--- src/rtl/mem_pkg.sv ---
// Shared types and encodings for the unified memory port arbiter.
package mem_pkg;

   typedef enum logic [1:0] {
      IDLE  = 2'd0,
      ISSUE = 2'd1,
      WAIT  = 2'd2,
      RESP  = 2'd3
   } arb_state_t;

   localparam logic [1:0] MEMW_READ = 2'b00;
   localparam logic [1:0] MEMW_WORD = 2'b01;
   localparam logic [1:0] MEMW_BYTE = 2'b10;
   localparam logic [1:0] MEMW_ILL  = 2'b11;

   localparam logic [1:0] GNT_NONE = 2'b00;
   localparam logic [1:0] GNT_CPU  = 2'b01;
   localparam logic [1:0] GNT_DBG  = 2'b10;

   function automatic logic is_write(input logic [1:0] we);
      return (we == MEMW_WORD) || (we == MEMW_BYTE);
   endfunction

endpackage

--- src/rtl/mem_arb_starve_cnt.sv ---
// Saturating wait counter for the debug requester; at_limit forces a debug grant.
module mem_arb_starve_cnt #(
   parameter int LIMIT = 8
) (
   input  logic i_clk,
   input  logic i_reset,
   input  logic i_inc,
   input  logic i_clr,
   output logic o_at_limit
);

   localparam int CW = $clog2(LIMIT + 1);

   logic [CW-1:0] r_cnt;

   always_ff @(posedge i_clk or posedge i_reset) begin
      if (i_reset) begin
         r_cnt <= '0;
      end else if (i_clr) begin
         r_cnt <= '0;
      end else if (i_inc && (r_cnt != CW'(LIMIT))) begin
         r_cnt <= r_cnt + CW'(1);
      end
   end

   assign o_at_limit = (r_cnt == CW'(LIMIT));

endmodule

--- src/rtl/mem_port_arbiter.sv ---
// Arbitrates the single memory port between CPU and debug requesters and
// sequences each access IDLE -> ISSUE -> (WAIT) -> RESP with registered outputs.
//
// state | meaning
// IDLE  | no access in flight; arbitration and request latching
// ISSUE | address/data/we presented to memory for one cycle
// WAIT  | read latency countdown; mem_rd captured on terminal count
// RESP  | one-cycle ack to the granted requester
module mem_port_arbiter
   import mem_pkg::*;
#(
   parameter int ADDR_W       = 32,
   parameter int DATA_W       = 32,
   parameter int MEM_LAT      = 1,
   parameter int STARVE_LIMIT = 8
) (
   input  logic              i_clk,
   input  logic              i_reset,
   input  logic              i_cpu_req,
   input  logic [ADDR_W-1:0] i_cpu_addr,
   input  logic [DATA_W-1:0] i_cpu_wd,
   input  logic [1:0]        i_cpu_we,
   output logic [DATA_W-1:0] o_cpu_rd,
   output logic              o_cpu_ack,
   input  logic              i_dbg_req,
   input  logic [ADDR_W-1:0] i_dbg_addr,
   input  logic [DATA_W-1:0] i_dbg_wd,
   input  logic [1:0]        i_dbg_we,
   output logic [DATA_W-1:0] o_dbg_rd,
   output logic              o_dbg_ack,
   output logic [ADDR_W-1:0] o_mem_addr,
   output logic [DATA_W-1:0] o_mem_wd,
   output logic [1:0]        o_mem_we,
   input  logic [DATA_W-1:0] i_mem_rd,
   output logic [1:0]        o_grant,
   output logic              o_err
);

   localparam int LCW = (MEM_LAT > 1) ? $clog2(MEM_LAT) : 1;

   arb_state_t        r_state, w_state_nxt;
   logic [LCW-1:0]    r_lat_cnt, w_lat_cnt_nxt;
   logic [1:0]        r_we, w_we_nxt;
   logic [ADDR_W-1:0] r_mem_addr, w_mem_addr_nxt;
   logic [DATA_W-1:0] r_mem_wd, w_mem_wd_nxt;
   logic [1:0]        r_mem_we, w_mem_we_nxt;
   logic [1:0]        r_grant, w_grant_nxt;
   logic [DATA_W-1:0] r_cpu_rd, w_cpu_rd_nxt;
   logic [DATA_W-1:0] r_dbg_rd, w_dbg_rd_nxt;
   logic              r_cpu_ack, w_cpu_ack_nxt;
   logic              r_dbg_ack, w_dbg_ack_nxt;
   logic              r_err, w_err_nxt;

   logic              w_at_limit;
   logic              w_dbg_win;
   logic              w_cpu_win;
   logic              w_finish;
   logic [DATA_W-1:0] w_resp_data;

   assign w_dbg_win = (r_state == IDLE) && i_dbg_req && (w_at_limit || !i_cpu_req);
   assign w_cpu_win = (r_state == IDLE) && i_cpu_req && !w_dbg_win;

   mem_arb_starve_cnt #(
      .LIMIT (STARVE_LIMIT)
   ) u_starve_cnt (
      .i_clk      (i_clk),
      .i_reset    (i_reset),
      .i_inc      (i_dbg_req && (r_grant != GNT_DBG)),
      .i_clr      (!i_dbg_req || w_dbg_win),
      .o_at_limit (w_at_limit)
   );

   always_ff @(posedge i_clk or posedge i_reset) begin
      if (i_reset) begin
         r_state    <= IDLE;
         r_lat_cnt  <= '0;
         r_we       <= MEMW_READ;
         r_mem_addr <= '0;
         r_mem_wd   <= '0;
         r_mem_we   <= MEMW_READ;
         r_grant    <= GNT_NONE;
         r_cpu_rd   <= '0;
         r_dbg_rd   <= '0;
         r_cpu_ack  <= 1'b0;
         r_dbg_ack  <= 1'b0;
         r_err      <= 1'b0;
      end else begin
         r_state    <= w_state_nxt;
         r_lat_cnt  <= w_lat_cnt_nxt;
         r_we       <= w_we_nxt;
         r_mem_addr <= w_mem_addr_nxt;
         r_mem_wd   <= w_mem_wd_nxt;
         r_mem_we   <= w_mem_we_nxt;
         r_grant    <= w_grant_nxt;
         r_cpu_rd   <= w_cpu_rd_nxt;
         r_dbg_rd   <= w_dbg_rd_nxt;
         r_cpu_ack  <= w_cpu_ack_nxt;
         r_dbg_ack  <= w_dbg_ack_nxt;
         r_err      <= w_err_nxt;
      end
   end

   always_comb begin
      w_state_nxt = r_state;
      case (r_state)
         IDLE:    if (w_dbg_win || w_cpu_win) w_state_nxt = ISSUE;
         ISSUE:   w_state_nxt = is_write(r_we) ? RESP : WAIT;
         WAIT:    if (r_lat_cnt == '0) w_state_nxt = RESP;
         RESP:    w_state_nxt = IDLE;
         default: w_state_nxt = IDLE;
      endcase
   end

   // Outputs are computed one cycle ahead so every port comes straight from a flop.
   always_comb begin
      w_lat_cnt_nxt  = r_lat_cnt;
      w_we_nxt       = r_we;
      w_mem_addr_nxt = r_mem_addr;
      w_mem_wd_nxt   = r_mem_wd;
      w_mem_we_nxt   = MEMW_READ;
      w_grant_nxt    = r_grant;
      w_cpu_rd_nxt   = r_cpu_rd;
      w_dbg_rd_nxt   = r_dbg_rd;
      w_cpu_ack_nxt  = 1'b0;
      w_dbg_ack_nxt  = 1'b0;
      w_err_nxt      = r_err;
      w_finish       = 1'b0;
      w_resp_data    = '0;

      case (r_state)
         IDLE: begin
            if (w_dbg_win) begin
               w_grant_nxt    = GNT_DBG;
               w_we_nxt       = i_dbg_we;
               w_mem_addr_nxt = i_dbg_addr;
               w_mem_wd_nxt   = i_dbg_wd;
            end else if (w_cpu_win) begin
               w_grant_nxt    = GNT_CPU;
               w_we_nxt       = i_cpu_we;
               w_mem_addr_nxt = i_cpu_addr;
               w_mem_wd_nxt   = i_cpu_wd;
            end
            if (w_dbg_win || w_cpu_win) begin
               if (is_write(w_we_nxt)) w_mem_we_nxt = w_we_nxt;
               if (w_we_nxt == MEMW_ILL) w_err_nxt = 1'b1;
            end
         end
         ISSUE: begin
            if (is_write(r_we)) w_finish = 1'b1;
            else                w_lat_cnt_nxt = LCW'(MEM_LAT - 1);
         end
         WAIT: begin
            if (r_lat_cnt == '0) begin
               w_finish    = 1'b1;
               w_resp_data = i_mem_rd;
            end else begin
               w_lat_cnt_nxt = r_lat_cnt - LCW'(1);
            end
         end
         RESP:    w_grant_nxt = GNT_NONE;
         default: ;
      endcase

      if (w_finish) begin
         if (r_grant == GNT_DBG) begin
            w_dbg_ack_nxt = 1'b1;
            w_dbg_rd_nxt  = w_resp_data;
         end else begin
            w_cpu_ack_nxt = 1'b1;
            w_cpu_rd_nxt  = w_resp_data;
         end
      end
   end

   assign o_cpu_rd   = r_cpu_rd;
   assign o_cpu_ack  = r_cpu_ack;
   assign o_dbg_rd   = r_dbg_rd;
   assign o_dbg_ack  = r_dbg_ack;
   assign o_mem_addr = r_mem_addr;
   assign o_mem_wd   = r_mem_wd;
   assign o_mem_we   = r_mem_we;
   assign o_grant    = r_grant;
   assign o_err      = r_err;

endmodule

--- config.mk ---
export PLATFORM = sky130hd
export DESIGN_NAME = mem_port_arbiter
export DESIGN_NICKNAME = d
export VERILOG_FILES = /design/src/rtl/mem_pkg.sv /design/src/rtl/mem_arb_starve_cnt.sv /design/src/rtl/mem_port_arbiter.sv
export SDC_FILE = /design/constraint.sdc
export NUM_CORES = 1
export LEC_CHECK = 0
export ABC_AREA = 1
export ABC_CLOCK_PERIOD_IN_PS = 11400
export CORE_MARGIN = 2
export CORE_UTILIZATION = 45
export CTS_BUF_LIST = sky130_fd_sc_hd__clkbuf_8
export CTS_CLUSTER_SIZE = 8
export DETAILED_ROUTE_END_ITERATION = 8
export GPL_ROUTABILITY_DRIVEN = 1
export PLACE_DENSITY_LB_ADDON = 0.1
export SLEW_MARGIN = 10
export SYNTH_ARGS = -nofsm -noshare
export SYNTH_HDL_FRONTEND = slang
export SYNTH_HIERARCHICAL = 1
export SYNTH_SLANG_ARGS = --single-unit
--- constraint.sdc ---
create_clock -name i_clk -period 11.4 [get_ports i_clk]
set_input_delay 2.28 -clock i_clk [delete_from_list [all_inputs] [get_ports i_clk]]
set_output_delay 2.28 -clock i_clk [all_outputs]
set_load 0.005 [all_outputs]
# == Word level (Yosys, flattened, before mapping) ==
# Index checks and enable logic that the tools add are counted.
# word_totals
ff_bits,144
input_bits,168
out_inout_bits,135
elab_cells,89
# classes
n_addsub,2
n_eq_ne,16
mux,31
n_bitwise,1
reduce_logical,26
# ops
cell,count
$mux W32,6
$mux W2,10
$eq A2 B2 Y1 const B,6
$reduce_and A2 Y1,6
$mux W1,9
$mux W4,2
$pmux W2 S4,1
$reduce_bool A2 Y1,4
$eq A2 B1 Y1 const B,3
$logic_and A1 B1 Y1,6
$ne A2 B2 Y1 const B,3
$logic_or A1 B1 Y1,5
$add A4 B1 Y4 const B,1
$eq A4 B4 Y1 const B,1
$ne A4 B4 Y1 const B,1
$pmux W1 S2,2
$pmux W2 S2,1
$logic_not A1 Y1,3
$ne A3 B3 Y1 const B,1
$reduce_and A3 Y1,1
$logic_not A2 Y1,1
$ne A2 B1 Y1 const B,1
$not A1 Y1,1
$sub A1 B1 Y1 const B,1

# == Longest topological paths before layout ==
# depth
ltp_word,13
mapped_depth,13
mapped_depth_nobuf,12

# == By module ==
# Netlist, hierarchy kept.
# by_module_without_submodules
module,instances,cells_per_inst,area_each_um2,seq_area_each_um2
mem_port_arbiter,1,661,5903.2,3478.3
mem_arb_starve_cnt,1,32,237.7,100.1

# == Least setup slack after synthesis ==
# No wires, ideal clock.
# synth_timing
path_type,input to register
start,input i_dbg_req
end,register u_starve_cnt.r_cnt[0]
setup_time_ns,0.066
arrival_time_ns,3.088
slack_ns,8.246
path_stages,9
cell_sequence,nand2_2 inv_2 nand2_4 buf_6 buf_4 nand2_1 inv_1 nand4_1 nand2_1
# synth_between
elab_chain_cells,4
elab_cells_between_ends,8
cone_classes,mux (1); reduce/logical (7)
# synth_lines
item,line_no,rtl
from (decl),mem_port_arbiter.sv:25,"input logic i_dbg_req,"
$logic_and A1 B1 Y1 (2 in a row),mem_port_arbiter.sv:60,assign w_dbg_win = (r_state == IDLE) && i_dbg_req && (w_at_limit || !i_cpu_req);
$logic_or A1 B1 Y1,mem_port_arbiter.sv:69,".i_clr (!i_dbg_req || w_dbg_win),"
$mux W4 or $reduce_bool A2 Y1 (tied branches),n/a,
to (signal assigned),mem_arb_starve_cnt.sv:22,r_cnt <= r_cnt + CW'(1);
to (decl),mem_arb_starve_cnt.sv:14,logic [CW-1:0] r_cnt;
# Several ways; a longest one is shown, not always the timed one.
# A chain may end at the register's enable or synchronous reset.

# == Final worst setup path ==
# layout_timing
start,input i_dbg_req
end,"register r_mem_wd[27], in the netlist o_mem_wd[27]"
# layout_between
elab_chain_cells,6
elab_cells_between_ends,7
cone_classes,mux (1); reduce/logical (6)
# layout_lines
item,line_no,rtl
$logic_and A1 B1 Y1 (*) (2 in a row),mem_port_arbiter.sv:60,
$logic_not A1 Y1,mem_port_arbiter.sv:61,assign w_cpu_win = (r_state == IDLE) && i_cpu_req && !w_dbg_win;
$logic_and A1 B1 Y1,mem_port_arbiter.sv:61,
$reduce_bool A2 Y1 (no source line),n/a,
$reduce_and A2 Y1 (no source line),n/a,
to (signal assigned),mem_port_arbiter.sv:92,r_mem_wd <= w_mem_wd_nxt;
to (decl),mem_port_arbiter.sv:45,"logic [DATA_W-1:0] r_mem_wd, w_mem_wd_nxt;"
# Mark *: on every way between the ends. The rest lies on a longest branch, timed or not.

==> impl_metrics.py <==
metrics = {
    "setup_path": {
        "crit_path_end_kind": "register",
        "crit_fanout": 69,
        "worstPathArrival_ns": 4.54,
        "max_stage_delay_ns": 0.72,
        "worst-endpoint-required_ns": 11.76,
        "worstSetupPathType": "in2reg",
        "setup.worst_path.start_class": "input pin",
        "crit_slowest_cell": "inv_4",
        "crit_chain": "clkdlybuf4s50_1, nand2_2, inv_2, nand2_4, inv_4, nand2_1, a31oi_1",
    },
    "routing": {
        "met1_length_mm": 7.657,
        "dr.pass1.iters": 5,
        "wl_mm": 18.50,
        "ant_nets": 0,
        "met3WireLength_mm": 1.290,
        "highest_layer": "met4",
        "route.detailed.drc": 0,
        "met2_length_mm": 9.073,
        "num_vias": 5729,
        "vias_per_cell": 4.918,
        "post_drt_wl_per_cell_um": 15.88,
        "drt_iter0_drc": 434,
    },
    "placement": {
        "place_congestion": 0.8365,
        "dp.final_hpwl_mm": 12.86,
        "port-buffer-count": 302,
        "dp_cells": 1131,
    },
    "clock_tree": {
        "cts-root-buf": "clkbuf_8",
        "clockBufferDepth": 2,
        "cts.repair.resized": 0,
        "postCtsSetupBuffers": 0,
        "htree_levels": 4,
        "clock_latency_ns": 0.45,
        "cts_tree": "done",
        "cts_sinks": 143,
        "cts.reportedPaths.clkPinSlew_ns": 0.08,
        "hold_buffers": 0,
        "cts_buffers": 17,
    },
    "timing": {
        "setup_viol": 0,
        "finalCritPeriodShare": 0.3664,
        "worstMarginPinSlew_ns": 1.088,
        "clock-skew-final_ns": 0.01011,
        "slew_headroom": 0.2750,
        "slew_viol_final": 0,
        "setup_tns_ns": 0,
        "period_needed_ns": 4.177,
        "holdWs_ns": 0.4800,
        "finalHoldViolCount": 0,
        "grt_setup_unrepaired": "no",
        "timing.fmax_ghz": 0.2394,
    },
    "run_status": {
        "status": "finished, final reports clean",
    },
    "layout": {
        "layout-drive-gt1-share": 0.04863,
        "seq_area_um2": 3578,
        "final_cells": 1165,
        "fin_util": 0.7220,
        "multi_input_area_um2": 2175,
        "final_nets": 1148,
        "syn2layout_area_growth_pct": 56.32,
        "final.fill_count": 1078,
    },
    "pwr": {
        "pwr-share-comb": 0.444,
        "vdd_drop_max_uv": 187.3,
        "leakage_uw": 0.004163,
        "seqPwrFrac": 0.356,
        "finalPower_uw": 2324,
        "powerDensity_nw_per_um2": 242.1,
        "p_sw_uw": 792.5,
        "swShare": 0.3410,
        "p_int_uw": 1531,
        "clkPwrFrac": 0.200,
    },
    "synth": {
        "synth_top_area_cell": "dfrtp_1",
        "synth_seq_cells": 143,
        "synth_common_cells": "nand2_1, dfrtp_1, nor2_1, a31oi_1, o21ai_1",
        "synth.avg_cell_area_um2": 8.861,
        "yosysSeqAreaShare": 0.5827,
        "async_reset_ff_frac": 1.000,
        "ys_warn_count": 6,
        "yosysTopAreaCellShare": 0.5827,
        "synth_area_leaders": "dfrtp_1, nand2_1, a31oi_1",
        "yosysMostFrequentCell": "nand2_1",
        "ys.flop_type": "dfrtp_1",
        "synthDistinctLibCells": 23,
        "synth_edf_count": 0,
        "synth_fp_nets": 867,
        "syn_inst": 693,
        "synthesis.area_um2": 6141,
    },
    "grt": {
        "grt-ovfl-total": 0,
        "grt_max_degree": 113,
        "antenna_found_initial": 1,
        "grt.total_usage": 0.2536,
        "grt_pass1_vias": 5312,
        "grt_pass1_wl_mm": 28.39,
    },
    "floorplan": {
        "ios": 303,
        "start_util": 0.4619,
        "coreArea_um2": 13300,
        "die_h_um": 120.8,
        "die_x_um": 120.8,
        "num_rows": 42,
        "die_area_um2": 14600,
    },
    "worst_hold_path": {
        "hp-class": "reg2reg",
    },
    "flow_run": {
        "maxCapViolations": 0,
    },
}
-- per-layer routing --
layer,global-route usage,up-vias
met5,0,-
met4,0.09811,0
met3,0.06887,29
met2,0.4124,208
met1,0.3236,2663
li1,-,2829
-- state kept, by name (all words and copies together), names as in the netlist --
signal / flops
o_mem_wd: 32
o_mem_we: 2
o_mem_addr: 32
o_cpu_ack: 1
o_err: 1
o_dbg_rd: 32
r_state: 2
u_starve_cnt/r_cnt: 4
o_dbg_ack: 1
r_we: 2
o_grant: 2
o_cpu_rd: 32
-- cells by family (layout without fill, tap and decap cells) --
kind of cell / after synthesis / in the layout / synth area share
and+or+nand+nor: 340 / 340 / 0.2176
AOI/OAI and AO/OA: 135 / 135 / 0.1235
adders and majority gates: 6 / 6 / 0.01222
buffers and inverters: 69 / 363 / 0.06398
DFF: 143 / 143 / 0.5827
other: 0 / 2 / 0
-- path summary, 6_finish.rpt --
| path | start | end | slack, ns | depth (start not counted) |
|---|---|---|---|---|
| worst max-delay path | i_dbg_req | o_mem_wd[27]$_DFFE_PP0P_ | 7.22 | 7 |
| worst min register to register | o_err$_DFFE_PP0P_ | o_err$_DFFE_PP0P_ | 0.48 | 2 |
| worst min-delay path | o_err$_DFFE_PP0P_ | o_err$_DFFE_PP0P_ | 0.48 | 2 |
| worst max register to register | u_starve_cnt/r_cnt[0]$_DFFE_PP0P_ | o_mem_wd[27]$_DFFE_PP0P_ | 8.66 | 10 |
| min in group asynchronous | i_reset | u_starve_cnt/r_cnt[2]$_DFFE_PP0P_ | 2.13 | 2 |
| max in group asynchronous | i_reset | o_mem_addr[3]$_DFFE_PP0P_ | 7.73 | 3 |
-- layout make-up --
class / instances / share of cell area
sequential: 143 / 0.3728
timing repair buffer: 307 / 0.3188
multi-input combinational: 481 / 0.2265
clock buffer: 18 / 0.02581
tap: 176 / 0.02294
clock inverter: 14 / 0.02242
inverter: 24 / 0.01017
antenna: 2 / 0.0005214
-- per-stage QoR --
step,setup slack (ns),cell area (um^2)
after global routing,7.060,9597
after global placement,6.871,9131
after floorplan,5.395,6141
after detailed placement,6.816,9131
after CTS,7.276,9594
final,7.223,9599
-- power by group through the flow --
stage / Clock [uW] / Sequential (uW) / Combinational [uW]
finish: 466 / 827 / 1030
global route: 499 / 851 / 1130
CTS: 476 / 827 / 1040
detailed placement: 0 / 835 / 1040
global placement: 0 / 828 / 1030
floorplan: 0 / 849 / 487
-- cells in the final DEF, fill, tap and decap left out, types with 6 or more instances in the layout --
| cell type | instances |
|---|---|
| a31oi_1 | 65 |
| clkbuf_8 | 18 |
| clkdlybuf4s50_1 | 302 |
| dfrtp_1 | 143 |
| ha_1 | 6 |
| inv_1 | 22 |
| nand2_1 | 244 |
| nand3_1 | 10 |
| nor2_1 | 73 |
| o21ai_0 | 31 |
| o21ai_1 | 38 |
-- worst max-delay path: cells and delay by family --
family | cells | cell delay (ns)
buf+inv | 3 | 1.33
compound gates | 1 | 0.19
simple gates | 3 | 0.66
No activity file was read; power rests on OpenSTA's default activity.
==> RTL edit, RTL diff (config.mk and constraints unchanged) <==
Encoding of `arb_state_t`: now one-hot (4 bits for 4 states).
--- a/src/rtl/mem_pkg.sv
+++ b/src/rtl/mem_pkg.sv
@@ -1,11 +1,11 @@
 // Shared types and encodings for the unified memory port arbiter.
 package mem_pkg;
 
-   typedef enum logic [1:0] {
-      IDLE  = 2'd0,
-      ISSUE = 2'd1,
-      WAIT  = 2'd2,
-      RESP  = 2'd3
+   typedef enum logic [3:0] {
+      IDLE  = 4'b0001,
+      ISSUE = 4'b0010,
+      WAIT  = 4'b0100,
+      RESP  = 4'b1000
    } arb_state_t;
 
    localparam logic [1:0] MEMW_READ = 2'b00;
Function: same outputs for any inputs over 4 cycles, from zero or initial values and one cycle with i_reset high; so few cycles prove little.
==> RTL edit against the original RTL <==
Setup slack lost 0.37 ns. Non-clock buffer count grew 3. Area after synthesis grew 3.7%. Utilization shrank 1.3 points. Power shrank 2.1%. Routed wire length grew 1.4%. Cell count grew 9.0%. Cell area grew 2.5%. Sequential power grew 3.3%. Sequential cell count grew 2. Clock skew shrank 0.0015 ns.
==> RTL edit: results (changes against the original RTL) <==
[timing]
fin_skew_ns=0.00864  ; was 0.0101 ns
worst_pin_slew_ns=1.15  ; was 1.09 ns

[route]
wl_per_cell_um=14.8  ; was 15.9 um
vias=5992  ; was 5729
first_pass_iters=6  ; was 5

[yosys]
synthDistinctLibCells=25  ; was 23
ys_seq_area_share_pct=57.0  ; was 58.3%
ys_dominant_reg_cell=dfrtp_1  ; unchanged
syn-num-nets=961  ; was 867
synthTopCellsByCount=nand2_1, dfrtp_1, nor2_1, a31oi_1, inv_1  ; was nand2_1, dfrtp_1, nor2_1, a31oi_1, o21ai_1

[power_and_ir_drop]
p_leak_nw=4.62  ; was 4.16 nW
intPower_w=0.00149  ; was 0.00153 W
vdd_ir_drop_max_v=0.000109  ; was 0.000187 V

[global_route]
grt_pass1_vias=5697  ; was 5312
grt_pass1_wl_um=28800  ; was 28400 um
grt_use_total_pct=25.0  ; was 25.4%
grt_start_max_net_pins=109  ; was 113

[status]
status=finished clean  ; unchanged

[placed_design]
routabilityCongestion=0.824  ; was 0.837
dpl.hpwl_um=13300  ; was 12900 um

[worst_setup_path]
worstPathArrival_ns=4.93  ; was 4.54 ns
slowest_stage=inv_2  ; was inv_4
slowest_delay_ns=0.93  ; was 0.72 ns

[finish]
fillerInstances=1111  ; was 1078
diodes=0  ; was 2
drive_gt1_share_pct=4.50  ; was 4.86%
final_nets=1247  ; was 1148

[clocking]
cts_setup_buffers=0  ; unchanged

[RTL edit: cell count changes after synthesis, moves of 4 or more]
cell,before,now
nand2_1,244,347
o21ai_1,38,0
nor2_1,73,109
inv_1,22,56
o21ai_0,31,1
clkbuf_1,4,12
buf_6,8,2
buf_4,12,7
ha_1,6,2
[RTL edit: through the flow]
step                setup WS, ns  std cells  area (sq um)
CTS                         6.88       1270          9840
global route                6.57       1270          9840
detailed placement          6.39       1238          9460
floorplan                   5.34        791          6370
global placement            6.44       1238          9460
finish                      6.86       1270          9840
[RTL edit: power groups by stage]
stage	clock, W	combinational, W	sequential, W
2_1_floorplan	0	0.000434	0.000874
3_3_place_gp	0	0.00102	0.000855
5_1_grt	0.000421	0.00113	0.000881
4_1_cts	0.000403	0.00104	0.000855
3_5_place_dp	0	0.00104	0.000863
6_report	0.000395	0.00103	0.000854
[RTL edit: layout make-up]
| class | count | share of cell area, % |
|---|---|---|
| Clock buffer | 19 | 2.66 |
| Multi-Input combinational cell | 546 | 23.4 |
| Tap cell | 180 | 2.29 |
| Timing Repair Buffer | 310 | 31.3 |
| Sequential cell | 145 | 36.9 |
| Clock inverter | 13 | 1.21 |
| Inverter | 57 | 2.23 |
[RTL edit: path summary, 6_finish.rpt]
kind,from,end,slack (ns),depth (start not counted)
min,o_err,o_err,0.47,2
min in group asynchronous,i_reset,u_starve_cnt/r_cnt[1],2.13,2
max,i_cpu_req,u_starve_cnt/r_cnt[0],6.86,10
min reg2reg,o_err,o_err,0.47,2
max reg2reg,u_starve_cnt/r_cnt[0],u_starve_cnt/r_cnt[0],8.25,14
max in group asynchronous,i_reset,o_mem_addr[13],7.70,3
[RTL edit: per-layer routing]
layer	wire length [um]	part of all wire [%]	track usage [%]
met1	7310	39	28.8
met2	9070	48	41.4
met3	1670	8.9	9.27
met4	691	3.7	11.6
met5	0	0	0
[RTL edit: kinds of logic (layout without fill, tap and decap cells)]
logic type | count (synthesis) | in the layout | synth area share (%)
AOI/OAI and AO/OA | 69 | 69 | 6.97
xor gates and xnor gates | 1 | 1 | 0.137
adders and majority gates | 2 | 2 | 0.393
buffers and inverters | 100 | 399 | 6.97
DFF | 145 | 145 | 57.0
and+or+nand+nor | 474 | 474 | 28.6
[RTL edit: tightest hold or removal path, stage by stage, from the launching register on]
cell	delay [ns]
dfrtp_1	0.35
inv_1	0.04
nand2_1	0.06
